===== config.mk =====
export PLATFORM = sky130hd
export DESIGN_NAME = add16u_err_monitor
export DESIGN_NICKNAME = d
export VERILOG_FILES = /design/src/rtl/add16u_mon_pkg.sv /design/src/rtl/add16u_abs_err.sv /design/src/rtl/add16u_err_monitor.sv
export SDC_FILE = /design/constraint.sdc
export NUM_CORES = 1
export LEC_CHECK = 0
export BUFFER_PORTS_ARGS = -buffer_cell sky130_fd_sc_hd__buf_2
export CAP_MARGIN = 0
export CORE_MARGIN = 5
export CORE_UTILIZATION = 57
export DETAILED_ROUTE_END_ITERATION = 12
export PLACE_DENSITY = 0.81
export SLEW_MARGIN = 5
export SYNTH_ARGS = -nofsm -noshare
export SYNTH_HDL_FRONTEND = slang
export SYNTH_SLANG_ARGS = --single-unit

===== constraint.sdc =====
create_clock -name clk -period 4.3 [get_ports clk]
set_input_delay 0.86 -clock clk [delete_from_list [all_inputs] [get_ports clk]]
set_output_delay 0.86 -clock clk [all_outputs]
set_load 0.05 [all_outputs]

===== src/rtl/add16u_mon_pkg.sv =====
// Shared types and default widths for the approximate-adder error monitor.
package add16u_mon_pkg;

   typedef enum logic [1:0] {
      IDLE  = 2'd0,
      RUN   = 2'd1,
      DRAIN = 2'd2,
      DONE  = 2'd3
   } mon_state_t;

   localparam int unsigned MON_W     = 16;
   localparam int unsigned MON_CNT_W = 32;
   localparam int unsigned MON_ACC_W = 48;

endpackage


===== src/rtl/add16u_abs_err.sv =====
// Stage 1: exact W+1-bit sum of the operands and absolute difference to the
// approximate result, registered together with a valid bit.
module add16u_abs_err
   import add16u_mon_pkg::*;
#(
   parameter int unsigned W = MON_W
) (
   input  logic         clk,
   input  logic         rst_n,
   input  logic         acc_valid,
   input  logic [W-1:0] a,
   input  logic [W-1:0] b,
   input  logic [W:0]   approx,
   output logic         err_valid,
   output logic [W:0]   err,
   output logic         err_nz
);

   logic [W:0] exact;
   logic [W:0] diff;

   always_comb begin
      exact = {1'b0, a} + {1'b0, b};
      diff  = (exact >= approx) ? (exact - approx) : (approx - exact);
   end

   always_ff @(posedge clk or negedge rst_n) begin
      if (!rst_n) begin
         err_valid <= 1'b0;
         err       <= '0;
         err_nz    <= 1'b0;
      end else begin
         err_valid <= acc_valid;
         err       <= diff;
         err_nz    <= (diff != '0);
      end
   end

endmodule


===== src/rtl/add16u_err_monitor.sv =====
// Run-length controlled error characterisation: FSM, sample counting and the
// stage-2 accumulators (saturating error sum, worst-case error, error count).
module add16u_err_monitor
   import add16u_mon_pkg::*;
#(
   parameter int unsigned W     = MON_W,
   parameter int unsigned CNT_W = MON_CNT_W,
   parameter int unsigned ACC_W = MON_ACC_W
) (
   input  logic             clk,
   input  logic             rst_n,
   input  logic             start,
   input  logic [CNT_W-1:0] num_samples,
   input  logic             in_valid,
   output logic             in_ready,
   input  logic [W-1:0]     in_a,
   input  logic [W-1:0]     in_b,
   input  logic [W:0]       in_approx,
   output logic             busy,
   output logic             done,
   output logic [CNT_W-1:0] sample_cnt,
   output logic [CNT_W-1:0] err_cnt,
   output logic [ACC_W-1:0] err_sum,
   output logic [W:0]       wce,
   output logic             ovf
);

   mon_state_t       state, state_nxt;
   logic [CNT_W-1:0] target;
   logic             accept;
   logic             last_accept;
   logic             start_idle;

   logic             s1_valid;
   logic [W:0]       s1_err;
   logic             s1_nz;
   logic [ACC_W:0]   sum_ext;
   logic             sat;

   assign in_ready    = (state == RUN);
   assign busy        = (state != IDLE);
   assign done        = (state == DONE);
   assign accept      = in_valid && in_ready;
   assign last_accept = accept && ((sample_cnt + CNT_W'(1)) == target);
   assign start_idle  = start && (state == IDLE);

   add16u_abs_err #(.W(W)) u_abs_err (
      .clk       (clk),
      .rst_n     (rst_n),
      .acc_valid (accept),
      .a         (in_a),
      .b         (in_b),
      .approx    (in_approx),
      .err_valid (s1_valid),
      .err       (s1_err),
      .err_nz    (s1_nz)
   );

   always_comb begin
      state_nxt = state;
      case (state)
         IDLE:    if (start) state_nxt = (num_samples == '0) ? DONE : RUN;
         RUN:     if (last_accept) state_nxt = DRAIN;
         DRAIN:   state_nxt = DONE;
         DONE:    state_nxt = IDLE;
         default: state_nxt = IDLE;
      endcase
   end

   always_ff @(posedge clk or negedge rst_n) begin
      if (!rst_n) begin
         state  <= IDLE;
         target <= '0;
      end else begin
         state <= state_nxt;
         if (start_idle) target <= num_samples;
      end
   end

   // One extra bit catches the carry out of the accumulator for saturation.
   always_comb begin
      sum_ext = (ACC_W+1)'(err_sum) + (ACC_W+1)'(s1_err);
      sat     = sum_ext[ACC_W];
   end

   always_ff @(posedge clk or negedge rst_n) begin
      if (!rst_n) begin
         sample_cnt <= '0;
         err_cnt    <= '0;
         err_sum    <= '0;
         wce        <= '0;
         ovf        <= 1'b0;
      end else if (start_idle) begin
         sample_cnt <= '0;
         err_cnt    <= '0;
         err_sum    <= '0;
         wce        <= '0;
         ovf        <= 1'b0;
      end else begin
         if (accept) sample_cnt <= sample_cnt + CNT_W'(1);
         if (s1_valid) begin
            err_sum <= sat ? '1 : sum_ext[ACC_W-1:0];
            if (sat) ovf <= 1'b1;
            if (s1_err > wce) wce <= s1_err;
            if (s1_nz) err_cnt <= err_cnt + CNT_W'(1);
         end
      end
   end

endmodule


==> results of run 1 <==
power by group:
part           switching [uW]  internal, uW  leakage (uW)  total [uW]
clock                     748           901      0.000302        1650
sequential                375          2110       0.00242        2490
combinational            2960          2080       0.00529        5040
through the flow:
stage	power [uW]	worst slack (ns)	instance area, sq um	cells	setup TNS (ns)
floorplan	5650	-1.58	12400	1412	-10.33
global placement	6950	-1.57	14800	1999	-12.95
detailed placement	7090	-1.78	14800	1999	-15.26
CTS	8980	-1.26	15700	2044	-6.55
global route	9750	-1.43	15900	2052	-11.56
finish	9180	-1.23	15900	2052	-8.43
final cells by class:
cell class	instances	area, sq um	share of cell area
inverter	83	312	0.0196
clock buffer	18	439	0.0276
clock inverter	14	181	0.0114
timing repair buffer	388	2450	0.154
tap	275	344	0.0216
antenna	1	2.50	0.000157
sequential	183	4580	0.288
multi-input combinational	1090	7590	0.477
cells in the final DEF (no fill, tap or decap), types with 5 or more instances in the layout:
master	instances
sky130_fd_sc_hd__buf_2	214
sky130_fd_sc_hd__nand2_1	184
sky130_fd_sc_hd__dfrtp_1	183
sky130_fd_sc_hd__buf_4	157
sky130_fd_sc_hd__nor2_1	123
sky130_fd_sc_hd__a21oi_1	98
sky130_fd_sc_hd__ha_1	89
sky130_fd_sc_hd__inv_1	82
sky130_fd_sc_hd__xnor2_1	81
sky130_fd_sc_hd__xor2_1	79
sky130_fd_sc_hd__o21ai_0	49
sky130_fd_sc_hd__nand3_1	42
sky130_fd_sc_hd__a21o_1	31
sky130_fd_sc_hd__nand4_1	24
sky130_fd_sc_hd__nor3_1	23
sky130_fd_sc_hd__mux2i_1	23
sky130_fd_sc_hd__clkbuf_16	17
sky130_fd_sc_hd__and3_1	16
sky130_fd_sc_hd__buf_6	15
sky130_fd_sc_hd__and4_1	14
sky130_fd_sc_hd__or3_1	14
sky130_fd_sc_hd__and2_1	12
sky130_fd_sc_hd__o21a_1	12
sky130_fd_sc_hd__nor4_1	12
sky130_fd_sc_hd__nor2b_1	10
sky130_fd_sc_hd__a21oi_2	9
sky130_fd_sc_hd__o31ai_1	7
sky130_fd_sc_hd__o211ai_1	7
sky130_fd_sc_hd__a31oi_1	7
sky130_fd_sc_hd__nor3b_1	7
sky130_fd_sc_hd__o21bai_1	6
sky130_fd_sc_hd__nand2b_1	6
sky130_fd_sc_hd__or4_1	6
sky130_fd_sc_hd__mux2i_4	5
layer usage:
| layer | up-vias | share of wire |
|---|---|---|
| met5 | - | 0 |
| met4 | 0 | 0.049 |
| met3 | 144 | 0.067 |
| met2 | 532 | 0.50 |
| met1 | 5666 | 0.39 |
| li1 | 5578 | - |
worst max-delay path: stages:
cell                        delay, ns
sky130_fd_sc_hd__buf_6           0.10
sky130_fd_sc_hd__ha_4            0.15
sky130_fd_sc_hd__fa_2            0.35
sky130_fd_sc_hd__a21o_1          0.19
sky130_fd_sc_hd__a21oi_2         0.14
sky130_fd_sc_hd__o21bai_1        0.09
sky130_fd_sc_hd__a21oi_2         0.16
sky130_fd_sc_hd__o21ba_4         0.18
sky130_fd_sc_hd__o21ai_2         0.06
sky130_fd_sc_hd__a21o_1          0.20
sky130_fd_sc_hd__a21oi_2         0.19
sky130_fd_sc_hd__xnor2_1         0.11
sky130_fd_sc_hd__ha_1            0.33
sky130_fd_sc_hd__and2_4          0.15
sky130_fd_sc_hd__a221o_1         0.31
sky130_fd_sc_hd__a221o_1         0.34
sky130_fd_sc_hd__nand2_2         0.08
sky130_fd_sc_hd__and3_4          0.22
sky130_fd_sc_hd__mux2_4          0.31
sky130_fd_sc_hd__a211o_1         0.34
sky130_fd_sc_hd__a2111oi_4       0.31
sky130_fd_sc_hd__nand4bb_1       0.14
sky130_fd_sc_hd__or4b_1          0.48
Yosys cell counts (all sizes together) (13+ instances only):
master  number  area share
nor3        25       0.011
ha          90       0.091
clkbuf      43       0.013
and4        15       0.011
o21ai       56       0.023
nand4       25       0.013
nor4        13      0.0078
xor2        81       0.057
xnor2       85       0.060
buf         13      0.0053
inv         82       0.025
and3        17      0.0086
a21oi      107       0.043
dfrtp      183        0.37
and2        15      0.0076
or3         14      0.0071
nor2       125       0.038
nand2      185       0.056
nand3       44       0.018
a21o        31       0.019
mux2i       28       0.023
cell families (layout without fill, tap and decap cells):
kind of cell,after synthesis,after routing,share of synthesized area
muxes,32,32,0.0269
adders and majority gates,94,94,0.0976
DFF,183,183,0.370
buffers and inverters,139,503,0.0436
other,0,1,0
AOI/OAI and AO/OA,277,277,0.140
and+or+nand+nor,521,521,0.204
xor gates and xnor gates,166,166,0.118
worst paths after layout:
kind                               startpoint                 to  slack, ns  depth (start not counted)
worst max-delay path                  in_b[0]   u_abs_err.err_nz      -1.23                         23
worst min-delay path                    rst_n          target[4]       0.41                          1
worst max register to register  sample_cnt[1]           state[1]       0.30                         12
worst min register to register     target[30]         target[30]       0.50                          2
max in group asynchronous               rst_n  u_abs_err.err[16]       3.01                          2
min in group clk                   target[30]         target[30]       0.50                          2
what timing repair did:
action	4_1_cts	5_1_grt
hold buffers	0	0
setup endpoints to repair	17	17
setup buffers	13	9
pin swaps	29	26
resized for setup	38	30
registers in the layout (all words and copies together), names as in the netlist:
| name | count |
|---|---|
| err_sum | 48 |
| err_cnt | 32 |
| sample_cnt | 32 |
| target | 32 |
| u_abs_err.err | 17 |
| wce | 17 |
| state | 2 |
| ovf | 1 |
| u_abs_err.err_nz | 1 |
| u_abs_err.err_valid | 1 |
==> metrics.cfg, run 1 <==
[grt]
global_route.usage.met3=0.0531
grt_antenna_before_repair=1
grt_pass1_wl_mm=58.3
grt_start_max_net_pins=87
gr-usage-met1=0.356
grt_pass1_vias=11900
globalRoute.totalOverflow=0
grt_busiest_layer=met2
grt_util_all_layers=0.290
globalRouteMet2Util=0.495

[final_layout]
final_design_utilization=0.750
area_growth_syn_to_layout_pct=28.7
nets=1942
layout.filler_cells=1488
layout-drive-gt1-share=0.274

[clock_tree]
clock_tree.htree_level_count=4
cts_inserted_buffers=17
ctsRootBufferMaster=sky130_fd_sc_hd__clkbuf_16
cts.path.max_buffers=2
cts_tree=built
clkTransAtPathRegs_ns=0.08
tritoncts_num_sinks=183
clk_latency_ns=0.44

[synthesis]
synthFlopType=sky130_fd_sc_hd__dfrtp_1
ys_warn_count=0
synth.net_count=1591
yosysSeqAreaShare=0.370
synth_seq_cells=183
yosys.cell_types.count=75
synth.cell_area_sq_um=12400
async_set_or_reset_register_ratio_after_synthesis=1.00
synthesis.instances=1412
synth-edff-count=0
syn_area_per_cell_sq_um=8.75

[sta]
final.period_utilization=1.29
tightestPinTransition_ns=1.21
final-max-slew-violation-count=0
max_freq_mhz=181
grt_setup_unrepaired=true
relSlewSlack=0.194
fin_skew_ns=0.0199
period_minus_slack_ns=5.53
fin_hold_ws_ns=0.406
timing.final.ws_setup_ns=-1.23
final_setup_violating_endpoints=17
final-hold-violation-count=0

[worst_setup_path]
criticalPathCategory=in -> reg
worstPathMaxFanout=4
start_kind=input pin
critPathCaptureType=flip-flop
arrival_ns=5.82
required_ns=4.59

[routing]
drcViolationCount=0
routedWlPerCell_um=18.0
wirelength_mm=36.8
vias_per_cell=5.81
routed-via-count=11900
drt_first_iter_violations=1099
drtPass1Iterations=5
detail-route-antenna-nets=0

[outcome]
run_status=finished with violations
failed_checks=setup timing

[pwr]
vdd_ir_drop_max_uv=548
p_leak_uw=0.00801
power_density_nw_per_um2=577

[floorplanning]
fp-row-count=53
floorplan.die_area_sq_um=24700
core-area_sq_um=21200
die_h_um=157
die_width_um=157
ioPinCount=218
start_util=0.582

[place]
place.gp.congestion=0.917
io_buffers=217
post-dp-hpwl_mm=26.0

[flow_run]
maxCapViolCount=0

[worst_hold_path]
hold_class=in -> async

Note: power is estimated with default switching activity, not from simulation.
==> run 2, diff against run 1 <==
Settings changed: CORE_UTILIZATION 57 to 40, PLACE_DENSITY 0.81 to default.
==> run 2 against run 1 <==
Net effect: the run still ends with setup timing left; critical path depth did not move; register-to-register slack improved by 0.14 ns; sequential power barely moved; critical path type unchanged; largest power group unchanged.
==> metrics.cfg, run 2 (same netlist as run 1, synthesis figures left out) <==
[final_layout]
layout_common_cells=sky130_fd_sc_hd__buf_2 (214), sky130_fd_sc_hd__nand2_1 (184), sky130_fd_sc_hd__dfrtp_1 (183), sky130_fd_sc_hd__buf_4 (160), sky130_fd_sc_hd__nor2_1 (124)
antennaDiodeCount=0  ; -1
layout.filler_cells=2921  ; +96%
stdcell_area_sq_um=16000  ; +0.55%
layout.cells.most_common=sky130_fd_sc_hd__buf_2
layout-drive-gt1-share=0.272  ; -0.00128
nets=1943  ; +0.051%
max_reg_flops=48  ; unchanged
area_growth_syn_to_layout_pct=29.4
largest-register=err_sum

[floorplanning]
die_width_um=186  ; +18%
die_h_um=186  ; +18%
floorplan.die_area_sq_um=34500  ; +40%
ioPinCount=218  ; unchanged
start_util=0.404  ; -0.178
core-area_sq_um=30600  ; +44%
fp-row-count=64  ; +21%

[sta]
final_setup_violating_endpoints=17  ; unchanged
timing.final.ws_setup_ns=-1.19  ; +0.0379 ns
max_freq_mhz=182  ; +0.69%
period_minus_slack_ns=5.49  ; -0.0379 ns
grt_setup_unrepaired=true
final.period_utilization=1.28  ; -0.00881
fin_skew_ns=0.0121  ; -0.00781 ns
final-max-slew-violation-count=0  ; unchanged
final-hold-violation-count=0  ; unchanged
tightestPinTransition_ns=0.744  ; -0.465 ns
relSlewSlack=0.504  ; +0.310

[grt]
grt_antenna_before_repair=0  ; -1
grt_pass1_wl_mm=55.6  ; -4.5%
globalRoute.totalOverflow=0  ; unchanged
grt_util_all_layers=0.199  ; -0.0911
grt_pass1_vias=10900  ; -8.3%
grt_start_max_net_pins=159  ; +83%

[pwr]
switchingPower_uw=3860  ; -5.6%
power_frac_clock=0.178  ; -0.002
p_leak_uw=0.00798  ; -0.48%
internal_power_uw=5020  ; -1.4%
report.power.total_uw=8880  ; -3.3%
power_density_nw_per_um2=555  ; -3.8%
sw_frac_of_total=0.434  ; -0.0107
combinationalPowerShare=0.543  ; -0.006
vdd_ir_drop_max_uv=496  ; -9.5%
power_frac_seq=0.279  ; +0.008

[clock_tree]
cts_tree=built
clk_latency_ns=0.44  ; about the same
cts_hold_buffers=0  ; unchanged
clkTransAtPathRegs_ns=0.07  ; about the same
cts_inserted_buffers=17  ; unchanged
clock_tree.htree_level_count=4  ; unchanged
cts.path.max_buffers=2  ; unchanged
tritoncts_num_sinks=183  ; unchanged
ctsRootBufferMaster=sky130_fd_sc_hd__clkbuf_16

[worst_setup_path]
arrival_ns=5.79  ; -0.03 ns
required_ns=4.60  ; about the same
start_kind=input pin
worst-r2r-setup-slack_ns=0.44  ; +0.14 ns
critPathCaptureType=flip-flop
criticalPathCategory=in -> reg
worstPathMaxFanout=5  ; +1

[routing]
vias_per_cell=5.13  ; -12%
wirelength_mm=34.5  ; -6.3%
drt_first_iter_violations=572  ; -48%
routedWlPerCell_um=15.9  ; -12%
drtPass1Iterations=6  ; +1
detail-route-antenna-nets=0  ; unchanged
drcViolationCount=0  ; unchanged
routed-via-count=11100  ; -6.5%

[outcome]
failed_checks=setup timing
run_status=finished with violations

[worst_hold_path]
hold_class=in -> async

[place]
place.gp.congestion=0.837  ; -8.8%
io_buffers=217  ; unchanged
post_dp_cell_area_sq_um=15000  ; +1.6%
post-dp-hpwl_mm=26.5  ; +1.8%

[flow_run]
maxCapViolCount=0  ; unchanged

==> run 2: changes by cell type in the layout (fill, tap and decap cells not counted), moves of 2 or more <==
cell	previous run	this run
sky130_fd_sc_hd__buf_6	15	11
sky130_fd_sc_hd__inv_8	4	0
sky130_fd_sc_hd__clkinv_2	0	2
sky130_fd_sc_hd__clkinvlp_4	1	4
sky130_fd_sc_hd__mux2_4	4	2
sky130_fd_sc_hd__mux2_2	0	2
sky130_fd_sc_hd__buf_4	157	160
==> run 2: worst paths after layout <==
path,start,endpoint,cells past startpoint
max in group asynchronous,rst_n,err_sum[22],2
setup / recovery,in_a[0],u_abs_err.err_nz,23
hold / removal,rst_n,target[4],1
min in group clk,target[30],target[30],2
setup reg to reg,sample_cnt[0],state[1],12
hold reg to reg,target[30],target[30],2
==> run 2: per-stage QoR <==
stage / util / cells / setup TNS, ns / hold slack, ns / setup WS [ns]
floorplan: - / 1412 / -10.33 / 0.455 / -1.58
finish: 0.523 / 2173 / -5.81 / 0.442 / -1.19
global placement: 0.491 / 2130 / -14.06 / 0.477 / -1.77
CTS: 0.520 / 2172 / -7.26 / 0.466 / -1.25
global route: 0.523 / 2173 / -8.96 / 0.496 / -1.42
detailed placement: 0.491 / 2130 / -15.21 / 0.483 / -1.85
==> run 2: worst max-delay path, stage by stage <==
cell                        delay, ns
sky130_fd_sc_hd__buf_6           0.10
sky130_fd_sc_hd__ha_4            0.15
sky130_fd_sc_hd__fa_2            0.36
sky130_fd_sc_hd__a21o_1          0.20
sky130_fd_sc_hd__a21oi_2         0.14
sky130_fd_sc_hd__o21bai_1        0.10
sky130_fd_sc_hd__a21oi_2         0.17
sky130_fd_sc_hd__o21ba_4         0.18
sky130_fd_sc_hd__o21ai_2         0.06
sky130_fd_sc_hd__a21o_1          0.18
sky130_fd_sc_hd__a21oi_2         0.16
sky130_fd_sc_hd__xnor2_1         0.09
sky130_fd_sc_hd__ha_1            0.32
sky130_fd_sc_hd__buf_6           0.13
sky130_fd_sc_hd__a221o_1         0.35
sky130_fd_sc_hd__a221o_1         0.34
sky130_fd_sc_hd__nand2_2         0.09
sky130_fd_sc_hd__and3_4          0.23
sky130_fd_sc_hd__mux2_2          0.36
sky130_fd_sc_hd__a211o_1         0.28
sky130_fd_sc_hd__a2111oi_4       0.32
sky130_fd_sc_hd__nand4bb_1       0.17
sky130_fd_sc_hd__or4b_1          0.48
==> run 2: layer usage <==
layer | global-route usage | vias to the layer above | share of wire
met3 | 0.0405 | 42 | 0.057
met1 | 0.249 | 5290 | 0.43
met5 | 0 | - | 0
met4 | 0.0583 | 0 | 0.020
li1 | - | 5581 | -
met2 | 0.348 | 230 | 0.50
==> run 2: timing repair <==
item,in CTS,in global routing
pin swaps,15,9
setup buffers,12,5
setup endpoints to repair,17,17
resized for setup,41,18
endpoints found under the hold margin,0,0
==> run 2: power by group through the flow <==
stage	registers [uW]	logic, uW	clock network, uW
final	2480	4820	1580
after global routing	2530	5330	1710
after CTS	2480	4810	1630
after detailed placement	2510	4640	0
after global placement	2500	4580	0
after floorplan	2920	2730	0
==> run 2: layout make-up <==
class                           count  area, sq um  share of cell area
Multi-Input combinational cell   1090         7550               0.472
Sequential cell                   183         4580               0.286
Timing Repair Buffer              389         2460               0.154
Tap cell                          396          495              0.0310
Clock buffer                       19          443              0.0277
Inverter                           83          312              0.0195
Clock inverter                     13          151             0.00947
